<file path="src/rtl/cp0_ctrl_pkg.sv">
// rtl/cp0_ctrl_pkg.sv - CP0 register indices, exception codes and field packing helpers
package cp0_ctrl_pkg;

    localparam logic [4:0]  REG_BADVADDR = 5'd8;
    localparam logic [4:0]  REG_SR       = 5'd12;
    localparam logic [4:0]  REG_CAUSE    = 5'd13;
    localparam logic [4:0]  REG_EPC      = 5'd14;
    localparam logic [4:0]  REG_PRID     = 5'd15;

    localparam logic [4:0]  EXC_INT  = 5'd0;
    localparam logic [4:0]  EXC_ADEL = 5'd4;
    localparam logic [4:0]  EXC_ADES = 5'd5;
    localparam logic [4:0]  EXC_RI   = 5'd10;
    localparam logic [4:0]  EXC_OV   = 5'd12;

    localparam logic [31:0] HANDLER_ADDR = 32'h0000_4180;
    localparam logic [31:0] PRID_VALUE   = 32'h2019_0305;

    function automatic logic [31:0] pack_sr(logic [5:0] im, logic exl, logic ie);
        return {16'b0, im, 8'b0, exl, ie};
    endfunction

    function automatic logic [31:0] pack_cause(logic bd, logic [5:0] ip, logic [4:0] exc);
        return {bd, 15'b0, ip, 3'b0, exc, 2'b0};
    endfunction

endpackage

</file>
<file path="src/rtl/cp0_ctrl_if.sv">
// rtl/cp0_ctrl_if.sv - pipeline-to-CP0 signal bundle; VAddrIn exists only with CP0_BADVADDR_EN
interface cp0_ctrl_if;
    logic [4:0]  A1;
    logic [4:0]  A2;
    logic [31:0] DIn;
    logic        WE;
    logic [31:0] PCIn;
    logic        BDIn;
    logic [4:0]  ExcCodeIn;
    logic [5:0]  HWInt;
    logic        EXLClr;
    logic [31:0] DOut;
    logic [31:0] EPCOut;
    logic        Interrupt;
`ifdef CP0_BADVADDR_EN
    logic [31:0] VAddrIn;
`endif

    modport master (
        output A1, A2, DIn, WE, PCIn, BDIn, ExcCodeIn, HWInt, EXLClr,
`ifdef CP0_BADVADDR_EN
        output VAddrIn,
`endif
        input  DOut, EPCOut, Interrupt
    );

    modport slave (
        input  A1, A2, DIn, WE, PCIn, BDIn, ExcCodeIn, HWInt, EXLClr,
`ifdef CP0_BADVADDR_EN
        input  VAddrIn,
`endif
        output DOut, EPCOut, Interrupt
    );
endinterface

</file>
<file path="src/rtl/cp0_int_arb.sv">
// rtl/cp0_int_arb.sv - interrupt/exception request and priority; interrupts beat exceptions
module cp0_int_arb (
    input  logic [5:0] HWInt,
    input  logic [5:0] IM,
    input  logic       IE,
    input  logic       EXL,
    input  logic [4:0] ExcCodeIn,
    output logic       Interrupt,
    output logic [4:0] CauseCode
);
    import cp0_ctrl_pkg::*;

    logic int_req;
    logic exc_req;

    assign int_req   = (|(HWInt & IM)) & IE & ~EXL;
    assign exc_req   = (ExcCodeIn != 5'd0) & ~EXL;
    assign Interrupt = int_req | exc_req;
    assign CauseCode = int_req ? EXC_INT : ExcCodeIn;
endmodule

</file>
<file path="src/rtl/cp0_ctrl.sv">
// rtl/cp0_ctrl.sv - CP0 SR/Cause/EPC/PRId with exception entry; BadVAddr under CP0_BADVADDR_EN
module cp0_ctrl (
    input  logic       clk,
    input  logic       reset,
    cp0_ctrl_if.slave  bus
);
    import cp0_ctrl_pkg::*;

    logic [5:0]  im_q, im_d;
    logic        exl_q, exl_d;
    logic        ie_q, ie_d;
    logic        bd_q, bd_d;
    logic [5:0]  ip_q, ip_d;
    logic [4:0]  exc_q, exc_d;
    logic [31:0] epc_q, epc_d;
`ifdef CP0_BADVADDR_EN
    logic [31:0] badvaddr_q, badvaddr_d;
`endif

    logic        irq;
    logic [4:0]  cause_code;
    logic [31:0] pc_base;

    cp0_int_arb u_arb (
        .HWInt     (bus.HWInt),
        .IM        (im_q),
        .IE        (ie_q),
        .EXL       (exl_q),
        .ExcCodeIn (bus.ExcCodeIn),
        .Interrupt (irq),
        .CauseCode (cause_code)
    );

    assign pc_base = bus.BDIn ? (bus.PCIn - 32'd4) : bus.PCIn;

    always_comb begin
        im_d  = im_q;
        exl_d = exl_q;
        ie_d  = ie_q;
        bd_d  = bd_q;
        ip_d  = bus.HWInt;
        exc_d = exc_q;
        epc_d = epc_q;
`ifdef CP0_BADVADDR_EN
        badvaddr_d = badvaddr_q;
`endif
        if (irq) begin
            exl_d = 1'b1;
            exc_d = cause_code;
            bd_d  = bus.BDIn;
            epc_d = pc_base & ~32'd3;
`ifdef CP0_BADVADDR_EN
            if (cause_code == EXC_ADEL || cause_code == EXC_ADES)
                badvaddr_d = bus.VAddrIn;
`endif
        end else begin
            // mtc0 is squashed by a same-cycle exception; eret then overrides the EXL bit
            if (bus.WE) begin
                if (bus.A2 == REG_SR) begin
                    im_d  = bus.DIn[15:10];
                    exl_d = bus.DIn[1];
                    ie_d  = bus.DIn[0];
                end else if (bus.A2 == REG_EPC) begin
                    epc_d = bus.DIn;
                end
            end
            if (bus.EXLClr)
                exl_d = 1'b0;
        end
    end

    always_ff @(posedge clk) begin
        if (reset) begin
            im_q  <= '0;
            exl_q <= 1'b0;
            ie_q  <= 1'b0;
            bd_q  <= 1'b0;
            ip_q  <= '0;
            exc_q <= '0;
            epc_q <= '0;
`ifdef CP0_BADVADDR_EN
            badvaddr_q <= '0;
`endif
        end else begin
            im_q  <= im_d;
            exl_q <= exl_d;
            ie_q  <= ie_d;
            bd_q  <= bd_d;
            ip_q  <= ip_d;
            exc_q <= exc_d;
            epc_q <= epc_d;
`ifdef CP0_BADVADDR_EN
            badvaddr_q <= badvaddr_d;
`endif
        end
    end

    always_comb begin
        bus.DOut = 32'd0;
        case (bus.A1)
            REG_SR:       bus.DOut = pack_sr(im_q, exl_q, ie_q);
            REG_CAUSE:    bus.DOut = pack_cause(bd_q, ip_q, exc_q);
            REG_EPC:      bus.DOut = epc_q;
            REG_PRID:     bus.DOut = PRID_VALUE;
`ifdef CP0_BADVADDR_EN
            REG_BADVADDR: bus.DOut = badvaddr_q;
`endif
            default:      bus.DOut = 32'd0;
        endcase
    end

    assign bus.EPCOut    = epc_q;
    assign bus.Interrupt = irq;
endmodule

</file>
<file path="src/flat_wrapper.sv">
// flat-port wrapper written by rule: the top's interface ports become plain ports
module cp0_ctrl_flat import cp0_ctrl_pkg::*;
  (clk, reset, bus_A1, bus_A2, bus_DIn, bus_WE, bus_PCIn, bus_BDIn, bus_ExcCodeIn, bus_HWInt, bus_EXLClr, bus_DOut, bus_EPCOut, bus_Interrupt);
  cp0_ctrl_if bus_i ();
  input  logic clk;
  input  logic reset;
  input wire logic [$bits(bus_i.A1)-1:0] bus_A1;
  input wire logic [$bits(bus_i.A2)-1:0] bus_A2;
  input wire logic [$bits(bus_i.DIn)-1:0] bus_DIn;
  input wire logic [$bits(bus_i.WE)-1:0] bus_WE;
  input wire logic [$bits(bus_i.PCIn)-1:0] bus_PCIn;
  input wire logic [$bits(bus_i.BDIn)-1:0] bus_BDIn;
  input wire logic [$bits(bus_i.ExcCodeIn)-1:0] bus_ExcCodeIn;
  input wire logic [$bits(bus_i.HWInt)-1:0] bus_HWInt;
  input wire logic [$bits(bus_i.EXLClr)-1:0] bus_EXLClr;
  output wire logic [$bits(bus_i.DOut)-1:0] bus_DOut;
  output wire logic [$bits(bus_i.EPCOut)-1:0] bus_EPCOut;
  output wire logic [$bits(bus_i.Interrupt)-1:0] bus_Interrupt;
  assign bus_i.A1 = bus_A1;
  assign bus_i.A2 = bus_A2;
  assign bus_i.DIn = bus_DIn;
  assign bus_i.WE = bus_WE;
  assign bus_i.PCIn = bus_PCIn;
  assign bus_i.BDIn = bus_BDIn;
  assign bus_i.ExcCodeIn = bus_ExcCodeIn;
  assign bus_i.HWInt = bus_HWInt;
  assign bus_i.EXLClr = bus_EXLClr;
  assign bus_DOut = bus_i.DOut;
  assign bus_EPCOut = bus_i.EPCOut;
  assign bus_Interrupt = bus_i.Interrupt;
  cp0_ctrl u_core (.clk(clk), .reset(reset), .bus(bus_i));
endmodule
</file>
<file path="config.mk">
export PLATFORM = sky130hd
export DESIGN_NAME = cp0_ctrl_flat
export DESIGN_NICKNAME = d
export VERILOG_FILES = /design/src/rtl/cp0_ctrl_pkg.sv /design/src/rtl/cp0_ctrl_if.sv /design/src/rtl/cp0_int_arb.sv /design/src/rtl/cp0_ctrl.sv /design/src/flat_wrapper.sv
export SDC_FILE = /design/constraint.sdc
export NUM_CORES = 1
export LEC_CHECK = 0
export CAP_MARGIN = 15
export CORE_AREA = 4 4 93 95
export DETAILED_ROUTE_END_ITERATION = 8
export DIE_AREA = 0 0 97 99
export PLACE_DENSITY = 0.89
export SLEW_MARGIN = 15
export SYNTH_ARGS = -nofsm -noshare
export SYNTH_HDL_FRONTEND = slang
export SYNTH_SLANG_ARGS = --single-unit
</file>
<file path="constraint.sdc">
create_clock -name clk -period 6.15 [get_ports clk]
set_clock_uncertainty 0.1 [all_clocks]
set_input_delay 1.845 -clock clk [delete_from_list [all_inputs] [get_ports clk]]
set_output_delay 1.845 -clock clk [all_outputs]
set_load 0.05 [all_outputs]
</file>
==> impl_summary.md, run 1 <==
GRT
Entering global routing, the biggest net connects 60 pins. Global routing used around 26% of the available tracks. After global routing the overflow that remains totals 0. The initial antenna violation count is 0. The first global-routing pass estimated 20.4 mm of wire. The number of global-route vias before repair is 4187.

Power
The clock network is responsible for 23.2% of the overall power. The internal power of the cells totals 592 uW. The worst vdd rail ir drop is 98.9 uV. The total leakage power is 0.00188 uW. The switching power share of the total is 35.2%. Dividing total power by cell area gives a power density of roughly 170 mW/mm^2. Summed over all nets, the switching power comes to around 320 uW. The sequential fraction of design power is 41.9%.

The portion of total power attributed to combinational logic is approximately a third.

Synth
The cell count after synthesis came out at 434. A synthesized cell averages ~8.2 sq um. During synthesis, Yosys emitted a total of 0 warnings.

After synthesis, the netlist uses 47 different library cells. The fraction of registers with async set or reset after synthesis is 0%. The post-synthesis net count is 525. The area of the mapped netlist is about 0.0036 sq mm. The number of enable-type register cells in the synthesized netlist is 0. The flip-flop cell with the highest count after synthesis is sky130_fd_sc_hd__dfxtp_1. The synthesized design devotes to its leading area cell type 29.3% of total area. Counting flops and latches in the post-synthesis netlist gives 52. In the post-synthesis netlist, the biggest area contributors are sky130_fd_sc_hd__dfxtp_1, sky130_fd_sc_hd__mux2i_1, sky130_fd_sc_hd__o31ai_1. Of all cell types, the one taking the most synthesized area is sky130_fd_sc_hd__dfxtp_1.

The share of synthesized area occupied by flip-flops and latches is 29.3%.

Setup path
The endpoint type of the worst setup path is a primary output. The arrival time reported for the critical path endpoint is roughly 3.7 ns. For the worst flop-to-flop path, the logic depth is 4. The data required time of the critical path is 4.20 ns. The setup path with the least slack is of type in -> out.

The maximum net fanout on the critical path is 12. The worst setup path is launched from an input pin.

Die
The initial core utilization is 46.0%. The full die area is between 0.009 and 0.01 sq mm. The number of top-level design ports is 155.

The chip height is 99 um. The floorplan die width is 97 um. The core box area is slightly below 0.008 sq mm. After floorplanning, the core was divided into 32 placement rows.

Route
Dividing the detail-routed via count by the number of cells gives 6.25. Before antenna repair, the detailed router went through 6 iterations. After detailed routing, the number of remaining DRC violations is 0. The number of DRC violations after detailed-routing iteration 0 is ~210. The number of nets still failing antenna checks after routing is 0. The final routed wirelength across all metal layers is about 13 mm. The routed layout has 4164 vias. The final routed wire length divided by cell count is 19.5 um.

Cells and area
The proportion of layout cells with a drive suffix above 1 is 10.8%. The area growth from synthesis to layout is 55.2%. The multi-input combinational cell area is ~0.0024 sq mm. The library cell used most frequently in the layout, excluding fill and tap cells, is sky130_fd_sc_hd__clkdlybuf4s50_1. Fill cells in the final layout number 591. 0 antenna diodes ended up in the layout. In the layout the commonest cells are sky130_fd_sc_hd__clkdlybuf4s50_1, sky130_fd_sc_hd__dfxtp_1, sky130_fd_sc_hd__nor2_1. The sequential cell area is 0.00104 sq mm. The count of nets after finishing is 654.

CTS
The clock insertion delay at the later pin of the skew report is 0.31 ns. The clock sink total is 52. The number of buffers inserted during clock tree synthesis is 5. The clock tree from TritonCTS is yes.

The H-tree generated during clock tree synthesis spans 2 levels. The maximum clock path buffer count is 2. The clock-pin slew on the worst setup and hold paths is 0.09 ns. The count of hold buffers inserted by post-cts repair is 0.

The master cell of the clock root buffer is sky130_fd_sc_hd__clkbuf_8. Once the clock tree was built, the resizer swapped 0 gates to a different size. The number of setup buffers added after CTS is 0.

Place
Port buffering added 152 buffers. Detailed placement finished with a half-perimeter wire length of between 9 and 10 mm. The last weighted congestion value of the routability-driven placer is ~0.9.

Worst hold path
The hold-critical path depth is 2. The tightest min-delay check is of the reg -> reg type.

Timing
The routed design could run at a clock period as short as 5.63 ns. The max-slew violation total from the final report is 0. The minimum hold slack is 0.381 ns. The remaining max-slew budget at the tightest pin is between 20% and 30%. For the pin with the worst max-slew slack, the measured transition is 1.07 ns. The setup violation total in the final timing report is 0. Setup repair after global routing left no endpoint under its margin. Adding up every negative setup slack in the final design gives 0 ns.

The final hold violation count is 0. In the finished design, the share of the clock period the worst path needs comes to between 90% and 100%. The maximum clock rate is between 150 and 200 MHz.

Flow run
Across the run, the number of max-cap violations was 0.

Run status
The run finished with clean final reports.
-- state kept, by name, indices dropped and copies added, names as in the netlist --
| name | flops |
|---|---|
| u_core.exl_q | 1 |
| u_core.bus.EPCOut | 32 |
| u_core.exc_q | 5 |
| u_core.ie_q | 1 |
| u_core.im_q | 6 |
| u_core.bd_q | 1 |
| u_core.ip_q | 6 |
-- metal layers --
metal	GRT usage, %	share of wire, %	up-vias
met1	29.7	39	1983
met3	6.86	9.4	25
li1	-	-	1949
met5	0	0	-
met4	7.02	1.9	0
met2	46.7	50	207
-- cells by family (layout without fill, tap and decap cells) --
kind of cell,Yosys count,in the layout,share of synthesized area [%]
XOR/XNOR,8,8,1.97
flip-flops,52,52,29.3
buffers and inverters,47,177,5.31
multiplexers,26,26,7.31
AND/OR/NAND/NOR,169,169,28.9
AO/OA/AOI/OAI,131,131,26.9
adder cells (fa/ha/maj),1,1,0.352
-- final timing paths --
kind / from / endpoint / slack (ns)
min reg2reg: u_core.exc_q[4] / u_core.exc_q[4] / 0.38
max: bus_A1[1] / bus_DOut[21] / 0.52
min: u_core.exc_q[4] / u_core.exc_q[4] / 0.38
max reg2reg: u_core.im_q[4] / u_core.im_q[5] / 4.00
-- cell usage after synthesis (all sizes together), types with 3 or more instances --
master / count
dfxtp: 52
nor2: 38
clkbuf: 34
o31ai: 28
mux2i: 26
a21oi: 20
nand4b: 19
a211oi: 18
a31oi: 16
a41o: 16
or4: 16
nand2b: 15
and2: 13
or3: 13
nor4: 11
nand3: 9
nor2b: 9
nor3: 9
buf: 8
o31a: 8
o21ai: 7
a22oi: 5
nor4b: 5
inv: 4
nand2: 4
xnor2: 4
xor2: 4
a22o: 3
or2: 3
-- final cells by class --
type	instances	area share, %
Clock buffer	6	1.50
Multi-Input combinational cell	335	42.6
Tap cell	102	2.31
Clock inverter	2	0.272
Timing Repair Buffer	164	34.2
Sequential cell	52	18.8
Inverter	5	0.340
-- stage by stage --
step                setup slack (ns)  utilization, %  instances  area (sq um)  total power [uW]
floorplan                      0.810               -        434          3560               559
global placement               0.629            70.2        658          5430               698
CTS                            0.523            71.5        666          5520               912
finish                         0.521            71.5        666          5520               913
detailed placement             0.541            70.2        658          5430               707
global route                   0.448            71.5        666          5520               949
-- worst max-delay path: stages --
cell and delay, ns:
sky130_fd_sc_hd__clkdlybuf4s50_1 0.70, sky130_fd_sc_hd__nand4b_1 0.24, sky130_fd_sc_hd__buf_4 0.24, sky130_fd_sc_hd__nor2_1 0.10, sky130_fd_sc_hd__buf_4 0.20, sky130_fd_sc_hd__and2_1 0.21
sky130_fd_sc_hd__buf_12 0.15
-- power groups by stage --
stage                     sequential (uW)  combinational, uW  clock (uW)
after floorplan                       447                112           0
after global placement                388                309           0
after detailed placement              390                317           0
after CTS                             383                318         212
after global routing                  386                337         226
final                                 383                319         212
Power figures use the tool's default switching activity.
==> run 2, diff against run 1 <==
CTS_BUF_LIST = sky130_fd_sc_hd__clkbuf_8   (was unset)
==> results of run 2 <==
Final layout, timing and power as in run 1 (identical DEF).
